File: config.mk
export PLATFORM = sky130hd
export DESIGN_NAME = snake_body_updater_flat
export DESIGN_NICKNAME = d
export VERILOG_FILES = /design/src/rtl/snake_body_updater_if.sv /design/src/rtl/snake_body_updater.sv /design/src/flat_wrapper.sv
export SDC_FILE = /design/constraint.sdc
export NUM_CORES = 1
export LEC_CHECK = 0
export CORE_AREA = 3 3 166 168
export DETAILED_ROUTE_END_ITERATION = 12
export DIE_AREA = 0 0 169 171
export PLACE_DENSITY = 0.74
export SYNTH_ARGS = -nofsm -noshare
export SYNTH_HDL_FRONTEND = slang
export SYNTH_SLANG_ARGS = --single-unit
File: constraint.sdc
create_clock -name clock -period 13.9 [get_ports clock]
set_clock_uncertainty 0.15 [all_clocks]
set_input_delay 1.39 -clock clock [delete_from_list [all_inputs] [get_ports clock]]
set_output_delay 1.39 -clock clock [all_outputs]
set_load 0.005 [all_outputs]
File: src/rtl/snake_body_updater_if.sv
// Bus between the snake body updater and its controller / segment register file.
// The controller side (master) supplies tick, steering and the segment array; the updater (slave) returns the write port and status.
interface snake_body_updater_if #(
   parameter int SLOTS = 10
);
   logic                  tick;
   logic [1:0]            direction;
   logic [31:0]           length;
   logic [SLOTS*32-1:0]   segments_in;
   logic [31:0]           value_out;
   logic [31:0]           index;
   logic                  write_enable;
   logic                  busy;
   logic                  done;
   logic [1:0]            heading;

   modport master (
      output tick, direction, length, segments_in,
      input  value_out, index, write_enable, busy, done, heading
   );

   modport slave (
      input  tick, direction, length, segments_in,
      output value_out, index, write_enable, busy, done, heading
   );
endinterface

File: src/rtl/snake_body_updater.sv
// Advances the snake one cell per tick: shifts body slots tail-first into the
// segment register file, then writes the moved head with grid wrap-around.
module snake_body_updater #(
   parameter int SLOTS  = 10,
   parameter int GRID_W = 40,
   parameter int GRID_H = 30
) (
   input logic                  clock,
   input logic                  reset,
   snake_body_updater_if.slave  bus
);
   localparam int IDX_W = (SLOTS > 1) ? $clog2(SLOTS) : 1;

   typedef enum logic [1:0] {
      ST_IDLE  = 2'd0,
      ST_SHIFT = 2'd1,
      ST_HEAD  = 2'd2,
      ST_DONE  = 2'd3
   } state_t;

   state_t              state_r, state_s;
   logic [31:0]         k_r, k_s;
   logic [1:0]          heading_r, heading_s;
   logic [31:0]         seg0_r, seg0_s;
   logic [31:0]         len_eff_s;
   logic                accept_s;
   logic [31:0]         slots_s [SLOTS];
   logic [IDX_W-1:0]    src_sel_s;
   logic [31:0]         value_s, index_s;
   logic                we_s, busy_s, done_s;
   logic [31:0]         value_r, index_r;
   logic                we_r, busy_r, done_r;

   function automatic logic [31:0] move_head(input logic [31:0] seg, input logic [1:0] dir);
      logic [15:0] x;
      logic [15:0] y;
      x = seg[31:16];
      y = seg[15:0];
      case (dir)
         2'd0:    y = (y == 16'd0) ? 16'(GRID_H - 1) : y - 16'd1;
         2'd1:    x = (x == 16'(GRID_W - 1)) ? 16'd0 : x + 16'd1;
         2'd2:    y = (y == 16'(GRID_H - 1)) ? 16'd0 : y + 16'd1;
         2'd3:    x = (x == 16'd0) ? 16'(GRID_W - 1) : x - 16'd1;
         default: x = seg[31:16];
      endcase
      return {x, y};
   endfunction

   // Unpack the flat segment bus into per-slot words.
   always_comb begin
      for (int i = 0; i < SLOTS; i++) begin
         slots_s[i] = bus.segments_in[32*i +: 32];
      end
   end

   // Clamp requested length into 1..SLOTS.
   always_comb begin
      if (bus.length == 32'd0) begin
         len_eff_s = 32'd1;
      end else if (bus.length > 32'(SLOTS)) begin
         len_eff_s = 32'(SLOTS);
      end else begin
         len_eff_s = bus.length;
      end
   end

   assign accept_s = (state_r == ST_IDLE) && bus.tick;

   // Heading and head source are captured only when a tick is accepted; reversals keep the old heading.
   always_comb begin
      heading_s = heading_r;
      seg0_s    = seg0_r;
      if (accept_s) begin
         if (bus.direction != (heading_r ^ 2'b10)) begin
            heading_s = bus.direction;
         end else begin
            heading_s = heading_r;
         end
         seg0_s = slots_s[0];
      end else begin
         heading_s = heading_r;
         seg0_s    = seg0_r;
      end
   end

   // Next-state and slot counter; k is the slot index presented while in SHIFT.
   always_comb begin
      state_s = state_r;
      k_s     = k_r;
      case (state_r)
         ST_IDLE: begin
            if (bus.tick) begin
               if (len_eff_s > 32'd1) begin
                  state_s = ST_SHIFT;
                  k_s     = len_eff_s - 32'd1;
               end else begin
                  state_s = ST_HEAD;
                  k_s     = 32'd0;
               end
            end else begin
               state_s = ST_IDLE;
            end
         end
         ST_SHIFT: begin
            if (k_r <= 32'd1) begin
               state_s = ST_HEAD;
               k_s     = 32'd0;
            end else begin
               k_s = k_r - 32'd1;
            end
         end
         ST_HEAD: state_s = ST_DONE;
         ST_DONE: state_s = ST_IDLE;
         default: begin
            state_s = ST_IDLE;
            k_s     = 32'd0;
         end
      endcase
   end

   // Source slot for a shift write is the one just below the destination.
   always_comb begin
      if ((k_s >= 32'd1) && (k_s < 32'(SLOTS))) begin
         src_sel_s = IDX_W'(k_s - 32'd1);
      end else begin
         src_sel_s = {IDX_W{1'b0}};
      end
   end

   // Output values are decoded from the upcoming state so the write port is registered.
   always_comb begin
      value_s = 32'd0;
      index_s = 32'd0;
      we_s    = 1'b0;
      busy_s  = 1'b0;
      done_s  = 1'b0;
      case (state_s)
         ST_SHIFT: begin
            value_s = slots_s[src_sel_s];
            index_s = k_s;
            we_s    = 1'b1;
            busy_s  = 1'b1;
         end
         ST_HEAD: begin
            value_s = move_head(seg0_s, heading_s);
            index_s = 32'd0;
            we_s    = 1'b1;
            busy_s  = 1'b1;
         end
         ST_DONE: begin
            done_s = 1'b1;
            busy_s = 1'b1;
         end
         ST_IDLE: begin
            busy_s = 1'b0;
         end
         default: begin
            busy_s = 1'b0;
         end
      endcase
   end

   // State, counter and latched move context.
   always_ff @(posedge clock or negedge reset) begin
      if (!reset) begin
         state_r   <= ST_IDLE;
         k_r       <= 32'd0;
         heading_r <= 2'd1;
         seg0_r    <= 32'd0;
      end else begin
         state_r   <= state_s;
         k_r       <= k_s;
         heading_r <= heading_s;
         seg0_r    <= seg0_s;
      end
   end

   // Registered write port and status outputs.
   always_ff @(posedge clock or negedge reset) begin
      if (!reset) begin
         value_r <= 32'd0;
         index_r <= 32'd0;
         we_r    <= 1'b0;
         busy_r  <= 1'b0;
         done_r  <= 1'b0;
      end else begin
         value_r <= value_s;
         index_r <= index_s;
         we_r    <= we_s;
         busy_r  <= busy_s;
         done_r  <= done_s;
      end
   end

   assign bus.value_out    = value_r;
   assign bus.index        = index_r;
   assign bus.write_enable = we_r;
   assign bus.busy         = busy_r;
   assign bus.done         = done_r;
   assign bus.heading      = heading_r;

endmodule

File: src/flat_wrapper.sv
// flat-port wrapper written by rule: the top's interface ports become plain ports
module snake_body_updater_flat 
#(
   parameter int SLOTS  = 10,
   parameter int GRID_W = 40,
   parameter int GRID_H = 30
)
  (clock, reset, bus_tick, bus_direction, bus_length, bus_segments_in, bus_value_out, bus_index, bus_write_enable, bus_busy, bus_done, bus_heading);
  snake_body_updater_if #(.SLOTS(SLOTS)) bus_i ();
  input logic clock;
  input logic reset;
  input wire logic [$bits(bus_i.tick)-1:0] bus_tick;
  input wire logic [$bits(bus_i.direction)-1:0] bus_direction;
  input wire logic [$bits(bus_i.length)-1:0] bus_length;
  input wire logic [$bits(bus_i.segments_in)-1:0] bus_segments_in;
  output wire logic [$bits(bus_i.value_out)-1:0] bus_value_out;
  output wire logic [$bits(bus_i.index)-1:0] bus_index;
  output wire logic [$bits(bus_i.write_enable)-1:0] bus_write_enable;
  output wire logic [$bits(bus_i.busy)-1:0] bus_busy;
  output wire logic [$bits(bus_i.done)-1:0] bus_done;
  output wire logic [$bits(bus_i.heading)-1:0] bus_heading;
  assign bus_i.tick = bus_tick;
  assign bus_i.direction = bus_direction;
  assign bus_i.length = bus_length;
  assign bus_i.segments_in = bus_segments_in;
  assign bus_value_out = bus_i.value_out;
  assign bus_index = bus_i.index;
  assign bus_write_enable = bus_i.write_enable;
  assign bus_busy = bus_i.busy;
  assign bus_done = bus_i.done;
  assign bus_heading = bus_i.heading;
  snake_body_updater #(.SLOTS(SLOTS), .GRID_W(GRID_W), .GRID_H(GRID_H)) u_core (.clock(clock), .reset(reset), .bus(bus_i));
endmodule
## After elaboration in Yosys (flattened, before gate mapping)

Index checks and enable logic that the tools add are counted.

- Register bits: 135
- Input bits: 357
- Output and inout bits: 69
- Logic and storage cells: 74

- Add/sub/neg operators: 7
- Magnitude comparators: 6
- Equal/unequal tests: 12
- Mux-type cells: 28
- Bitwise logic cells: 2
- Reduce and logical (&&, ||, !) cells: 10

Operators with widths:

| operator | count |
|---|---|
| $mux W32 | 9 |
| $bmux W32 S4 | 1 |
| $pmux W32 S2 | 2 |
| $mux W16 | 4 |
| $pmux W16 S2 | 2 |
| $sub A32 B1 Y32 const B | 2 |
| $add A16 B1 Y16 const B | 2 |
| $ge A32 B1 Y1 const B | 1 |
| $gt A32 B1 Y1 const B | 1 |
| $gt A32 B4 Y1 const B | 1 |
| $le A32 B1 Y1 const B | 1 |
| $logic_not A16 Y1 | 2 |
| $logic_not A32 Y1 | 1 |
| $lt A32 B4 Y1 const B | 1 |
| $sub A16 B1 Y16 const B | 2 |
| $eq A16 B5 Y1 const B | 1 |
| $eq A16 B6 Y1 const B | 1 |
| $eq A2 B2 Y1 const B | 6 |
| $mux W2 | 5 |
| $pmux W2 S4 | 1 |
| $eq A2 B1 Y1 const B | 3 |
| $logic_not A2 Y1 | 3 |
| $ge A5 B5 Y1 const B | 1 |
| $not A4 Y5 | 1 |
| 9 further kinds | 11 |

## Depth between registers and ports, before layout

- Depth in word-level cells: 15
- Gate-level depth with buffers: 22
- Gate-level depth less buffers: 19

## Worst setup path after synthesis

No wires, ideal clock.

- Path kind: input to register
- Start point: in bus_length[16]
- End point: reg u_core.value_r[31], in the netlist u_core.bus.value_out[31]
- Library setup time: 132 ps
- Data arrival time: 6089 ps
- Required time: 13618 ps
- Path slack: 7529 ps
- Stages: 19
- Buffers on the path: 4
- Path through: or4_1 or3_1 or2_2 ha_1 o21ai_0 a21oi_1 o22ai_1 clkbuf_1 clkbuf_1 ha_1 inv_1 a41oi_1 nand4_4 or3_1 buf_6 buf_6 a22o_1 a221oi_1 a31oi_1

- Word-level cells in the longest chain between the ends: 15
- Elaborated cells between the ends (all ways): 24
- Classes of those cells: add/sub (2); order compare (4); eq/ne (2); mux (13); bitwise (1); reduce/logical (2)

RTL lines:

| what | RTL line | text |
|---|---|---|
| from (decl) | flat_wrapper.sv:14 | `input wire logic [$bits(bus_i.length)-1:0] bus_length;` |
| $gt A32 B4 Y1 | snake_body_updater.sv:60 | `end else if (bus.length > 32'(SLOTS)) begin` |
| $mux W32 | snake_body_updater.sv:60 |  |
| $mux W32 (*) | snake_body_updater.sv:58 | `if (bus.length == 32'd0) begin` |
| $sub A32 B1 Y32 or $gt A32 B1 Y1 (tied branches) | snake_body_updater.sv:95, snake_body_updater.sv:93 |  |
| $mux W32 (*) | snake_body_updater.sv:93 | `if (len_eff_s > 32'd1) begin` |
| $mux W32 (*) | snake_body_updater.sv:92 | `if (bus.tick) begin` |
| $pmux W32 S2 (*) | snake_body_updater.sv:90 | `case (state_r)` |
| named net u_core.k_s[0] | snake_body_updater.sv:22 | `logic [31:0] k_r, k_s;` |
| $ge A32 B1 Y1 or $lt A32 B4 Y1 (tied branches) | snake_body_updater.sv:123 | `if ((k_s >= 32'd1) && (k_s < 32'(SLOTS))) begin` |
| $logic_and A1 B1 Y1 | snake_body_updater.sv:123 |  |
| $mux W4 (*) | snake_body_updater.sv:123 |  |
| $not A4 Y5 (not written as such) (*) | snake_body_updater.sv:139 | `value_s = slots_s[src_sel_s];` |
| $bmux W32 S4 (*) | snake_body_updater.sv:139 |  |
| $mux W32 (not written as such) (*) (2 in a row) | snake_body_updater.sv:139 |  |
| $pmux W32 S2 (*) | snake_body_updater.sv:137 | `case (state_s)` |
| named net u_core.value_s[31] | snake_body_updater.sv:29 | `logic [31:0] value_s, index_s;` |
| to (signal assigned) | snake_body_updater.sv:187 | `value_r <= value_s;` |
| to (decl) | snake_body_updater.sv:31 | `logic [31:0] value_r, index_r;` |

Mark *: on every way through the listed nets, which the timed path passes. The rest lies on a longest branch. The select of a mux whose other input is x is not followed.

## Final worst setup path

- Start point: in bus_length[16]
- End point: reg u_core.value_r[22], in the netlist u_core.bus.value_out[22]

- Word-level cells in the longest chain between the ends: 15
- Elaborated cells between the ends (all ways): 24
- Classes of those cells: add/sub (2); order compare (4); eq/ne (2); mux (13); bitwise (1); reduce/logical (2)

RTL lines:

| what | RTL line |
|---|---|
| $gt A32 B4 Y1 | snake_body_updater.sv:60 |
| $mux W32 | snake_body_updater.sv:60 |
| $mux W32 (*) | snake_body_updater.sv:58 |
| $sub A32 B1 Y32 or $gt A32 B1 Y1 (tied branches) | snake_body_updater.sv:95, snake_body_updater.sv:93 |
| $mux W32 | snake_body_updater.sv:93 |
| $mux W32 | snake_body_updater.sv:92 |
| $pmux W32 S2 | snake_body_updater.sv:90 |
| $ge A32 B1 Y1 or $lt A32 B4 Y1 (tied branches) | snake_body_updater.sv:123 |
| $logic_and A1 B1 Y1 | snake_body_updater.sv:123 |
| $mux W4 | snake_body_updater.sv:123 |
| $not A4 Y5 (not written as such) | snake_body_updater.sv:139 |
| $bmux W32 S4 | snake_body_updater.sv:139 |
| $mux W32 (not written as such) (2 in a row) | snake_body_updater.sv:139 |
| $pmux W32 S2 (*) | snake_body_updater.sv:137 |
| named net u_core.value_s[22] | snake_body_updater.sv:29 |

Marks and branches as above.

==> key figures <==
Run status
  – Run status: finished clean

Global routing
  – Global route overflow: 0
  – Initial antenna violation count: 0
  – Number of global-route vias before repair: 12,100
  – Largest net degree at the start of global routing: 72
  – First-pass GRT wire length: 75.4 mm
  – Total GRT Usage: 34.3%

Floorplanning
  – FP Rows: 59
  – IO Pins: 426
  – Die height: 171 um
  – Core area: 26,100 sq um
  – Effective utilization at floorplan: 40.0%
  – Die area: 28,900 sq um
  – Die W: 169 um

Routing
  – First drt pass iteration count: 6
  – Vias per cell: 6.17
  – Detail Route Antenna Nets: 0
  – DR vias: between 10,000 and 15,000
  – Drc violations: 0
  – Drt initial violations: about 1,400
  – Routed WL: 52.0 mm
  – WL per Instance: 26.0 um

Logic synthesis
  – Register area share after synthesis: 32.4%
  – Post-Syn Area: ~10,000 sq um
  – Ys async rst share: 100%
  – Post-synth top flop: dfrtp_1
  – #FFs+latches synth: 135
  – Synth area leaders: dfrtp_1 (32%), mux2i_1 (7.0%), nand2_1 (5.7%), a21oi_1 (3.8%), o21ai_0 (3.2%)
  – Synthesized Nets: around 1,600
  – Synth unique cells: slightly above 80
  – EDFF count, synth: 0
  – Synthesized instance count: roughly 1,300
  – Area leader, netlist: dfrtp_1
  – Synth top area share: 32.2%
  – Yosys warnings: 0
  – Mapped Avg Cell Area: 8.22 sq um

STA
  – Slew @ Worst Pin: roughly 1.3 ns
  – Fin Setup TNS: 0 ns
  – Fin crit share: 55.9%
  – Fin. max-slew vios: 0
  – Unrepaired setup endpoints after global routing: no
  – Hold Vio Cnt, Final: 0
  – Min Clock Period, post-route: 7.77 ns
  – # setup viols final: 0
  – FMAX: 129 MHz
  – Slew Limit Headroom: roughly 9.9%

Setup path
  – Req. time, crit path: 14.03 ns
  – Worst path max stage delay: 0.93 ns
  – Kind of critical path: primary input to register
  – Most frequent cell on the critical path: buf_4
  – CP Buf/Inv Count: 5
  – Worst Path Max Fanout: 39
  – Slowest cell on crit path: a221oi_1
  – CP delay by family, top: simple AND/OR/NAND/NOR gates
  – Worst Path Arrival: 7.90 ns
  – Cell breakdown of the critical path: clkdlybuf4s50_1 > or4_1 > or3_1 > a211oi_1 > ha_1 > o21ai_0 > a21oi_1 > o22ai_2 > buf_4 > inv_2 > buf_4 > ha_1 > a41oi_1 > nand4_4 > or3_2 > buf_4 > nor2_4 > a221oi_1 > o21ai_1
  – CP Capture Type: register
  – Critical path startpoint category: primary input

Pwr
  – Total Power: between 2 and 3 mW
  – PwrDens: 190 nW/um^2
  – P_leak: 6.13 nW
  – Maximum vdd drop: 148 uV

Placement
  – GP Congestion: 0.987
  – Post-DP HPWL: 40.7 mm
  – # port buffers: 425

Layout
  – Fillers: 2,285
  – Area of the multi-input gates: 6550 sq um
  – Most common cell after layout, fill and taps aside: clkdlybuf4s50_1
  – Antenna Cells: 0
  – Share of layout cells above drive strength 1: 6.79%
  – Seq. cell area: 3380 sq um
  – Most frequent cells in the layout: clkdlybuf4s50_1 (424), nand2_1 (157), dfrtp_1 (134)
  – Nets: 2,024
  – Area Growth Syn to Fin: 49.2%

CTS
  – CTS tree: built
  – Post-cts hold buffer count: 0
  – Cts repair resizes: 0
  – Worst-Skew Late Latency: 0.44 ns
  – Clock slew at reported path FFs: approximately 0.07 ns
  – Clock H-tree levels: 4
  – CTS Buf Count: 17
  – CTS Sinks: 135
  – CTS Buffer Depth: 2
  – Setup bufs post-CTS: 0
  – Root Buffer: clkbuf_16

Worst hold path
  – Hold crit path type: register to register

Flow run
  – Max cap viols: 0
==> routing by layer <==
| layer | global-route usage, % | vias up | wire length, um |
|---|---|---|---|
| met1 | 45.1 | 5962 | 20700 |
| met4 | 11.0 | 0 | 1660 |
| li1 | - | 5521 | - |
| met2 | 57.4 | 744 | 25200 |
| met5 | 0 | - | 0 |
| met3 | 6.40 | 110 | 4380 |
==> Yosys cell counts (5+ instances only) <==
library cell / number
nand2_1: 157
dfrtp_1: 134
nor2_1: 82
a21oi_1: 80
mux2i_1: 73
o21ai_0: 66
clkbuf_1: 53
nand3_1: 50
inv_1: 44
nor3_1: 39
nor4_1: 34
and2_1: 29
o31ai_1: 26
xnor2_1: 25
a31oi_1: 24
mux2_2: 23
a22oi_1: 20
a221oi_1: 18
ha_1: 17
o22ai_1: 17
a221o_1: 16
and3_1: 15
o221ai_1: 15
buf_2: 14
nand4_1: 13
o41ai_1: 10
a21o_1: 9
o21ai_1: 9
or3_1: 9
a211oi_1: 8
o211ai_1: 8
o22a_1: 8
buf_1: 7
a32oi_1: 6
nand2b_1: 6
nor3b_1: 6
a211o_1: 5
a31o_2: 5
buf_6: 5
mux2_1: 5
or2_2: 5
or4_1: 5
==> stage by stage <==
step | std cells | utilization [%] | setup slack (ns) | area (sq um) | hold WS, ns
final | 1998 | 59.7 | 6.13 | 15500 | 0.387
after global routing | 1998 | 59.7 | 5.71 | 15500 | 0.407
after CTS | 1998 | 59.7 | 6.16 | 15500 | 0.388
after detailed placement | 1966 | 57.3 | 5.71 | 14900 | 0.376
after global placement | 1966 | 57.3 | 5.91 | 14900 | 0.368
after floorplan | 1268 | - | 7.53 | 10400 | 0.346
==> sequential cells by signal, indices dropped and copies added, names as in the netlist <==
signal,flops
u_core.bus.busy,1
u_core.k_r,32
u_core.seg0_r,32
u_core.bus.heading,2
u_core.state_r,2
u_core.bus.write_enable,1
u_core.bus.value_out,32
u_core.bus.index,32
u_core.bus.done,1
==> cells by family after synthesis <==
kind of cell | count (synthesis) | synth area share, %
buf+inv | 132 | 5.43
mux | 101 | 10.0
compound gates | 384 | 25.3
xor+xnor | 28 | 2.35
simple gates | 471 | 22.4
flops | 135 | 32.4
fa+ha+maj | 17 | 2.04
==> power by group <==
part           total (mW)  switching [mW]  internal [mW]
Combinational        1.81            1.13          0.682
Sequential          0.668           0.116          0.552
Clock               0.482           0.208          0.273
==> path summary, 6_finish.rpt <==
check / startpoint / endpoint / slack [ns] / cells after the start
min reg2reg: u_core.seg0_r[31] / u_core.seg0_r[31] / 0.39 / 1
min in group asynchronous: reset / u_core.k_r[7] / 0.77 / 1
max reg2reg: u_core.k_r[7] / u_core.bus.value_out[20] / 7.18 / 13
min: u_core.seg0_r[31] / u_core.seg0_r[31] / 0.39 / 1
max in group asynchronous: reset / u_core.seg0_r[14] / 11.41 / 2
max: bus_length[16] / u_core.bus.value_out[22] / 6.13 / 19
==> area by class of cell <==
type                       count  area share, %
multi-input combinational   1001           42.1
clock buffer                  18           2.82
tap                          335           2.70
sequential                   135           21.7
clock inverter                14           1.05
timing repair buffer         446           28.4
inverter                      49           1.18
(Power assumes the default switching activity.)
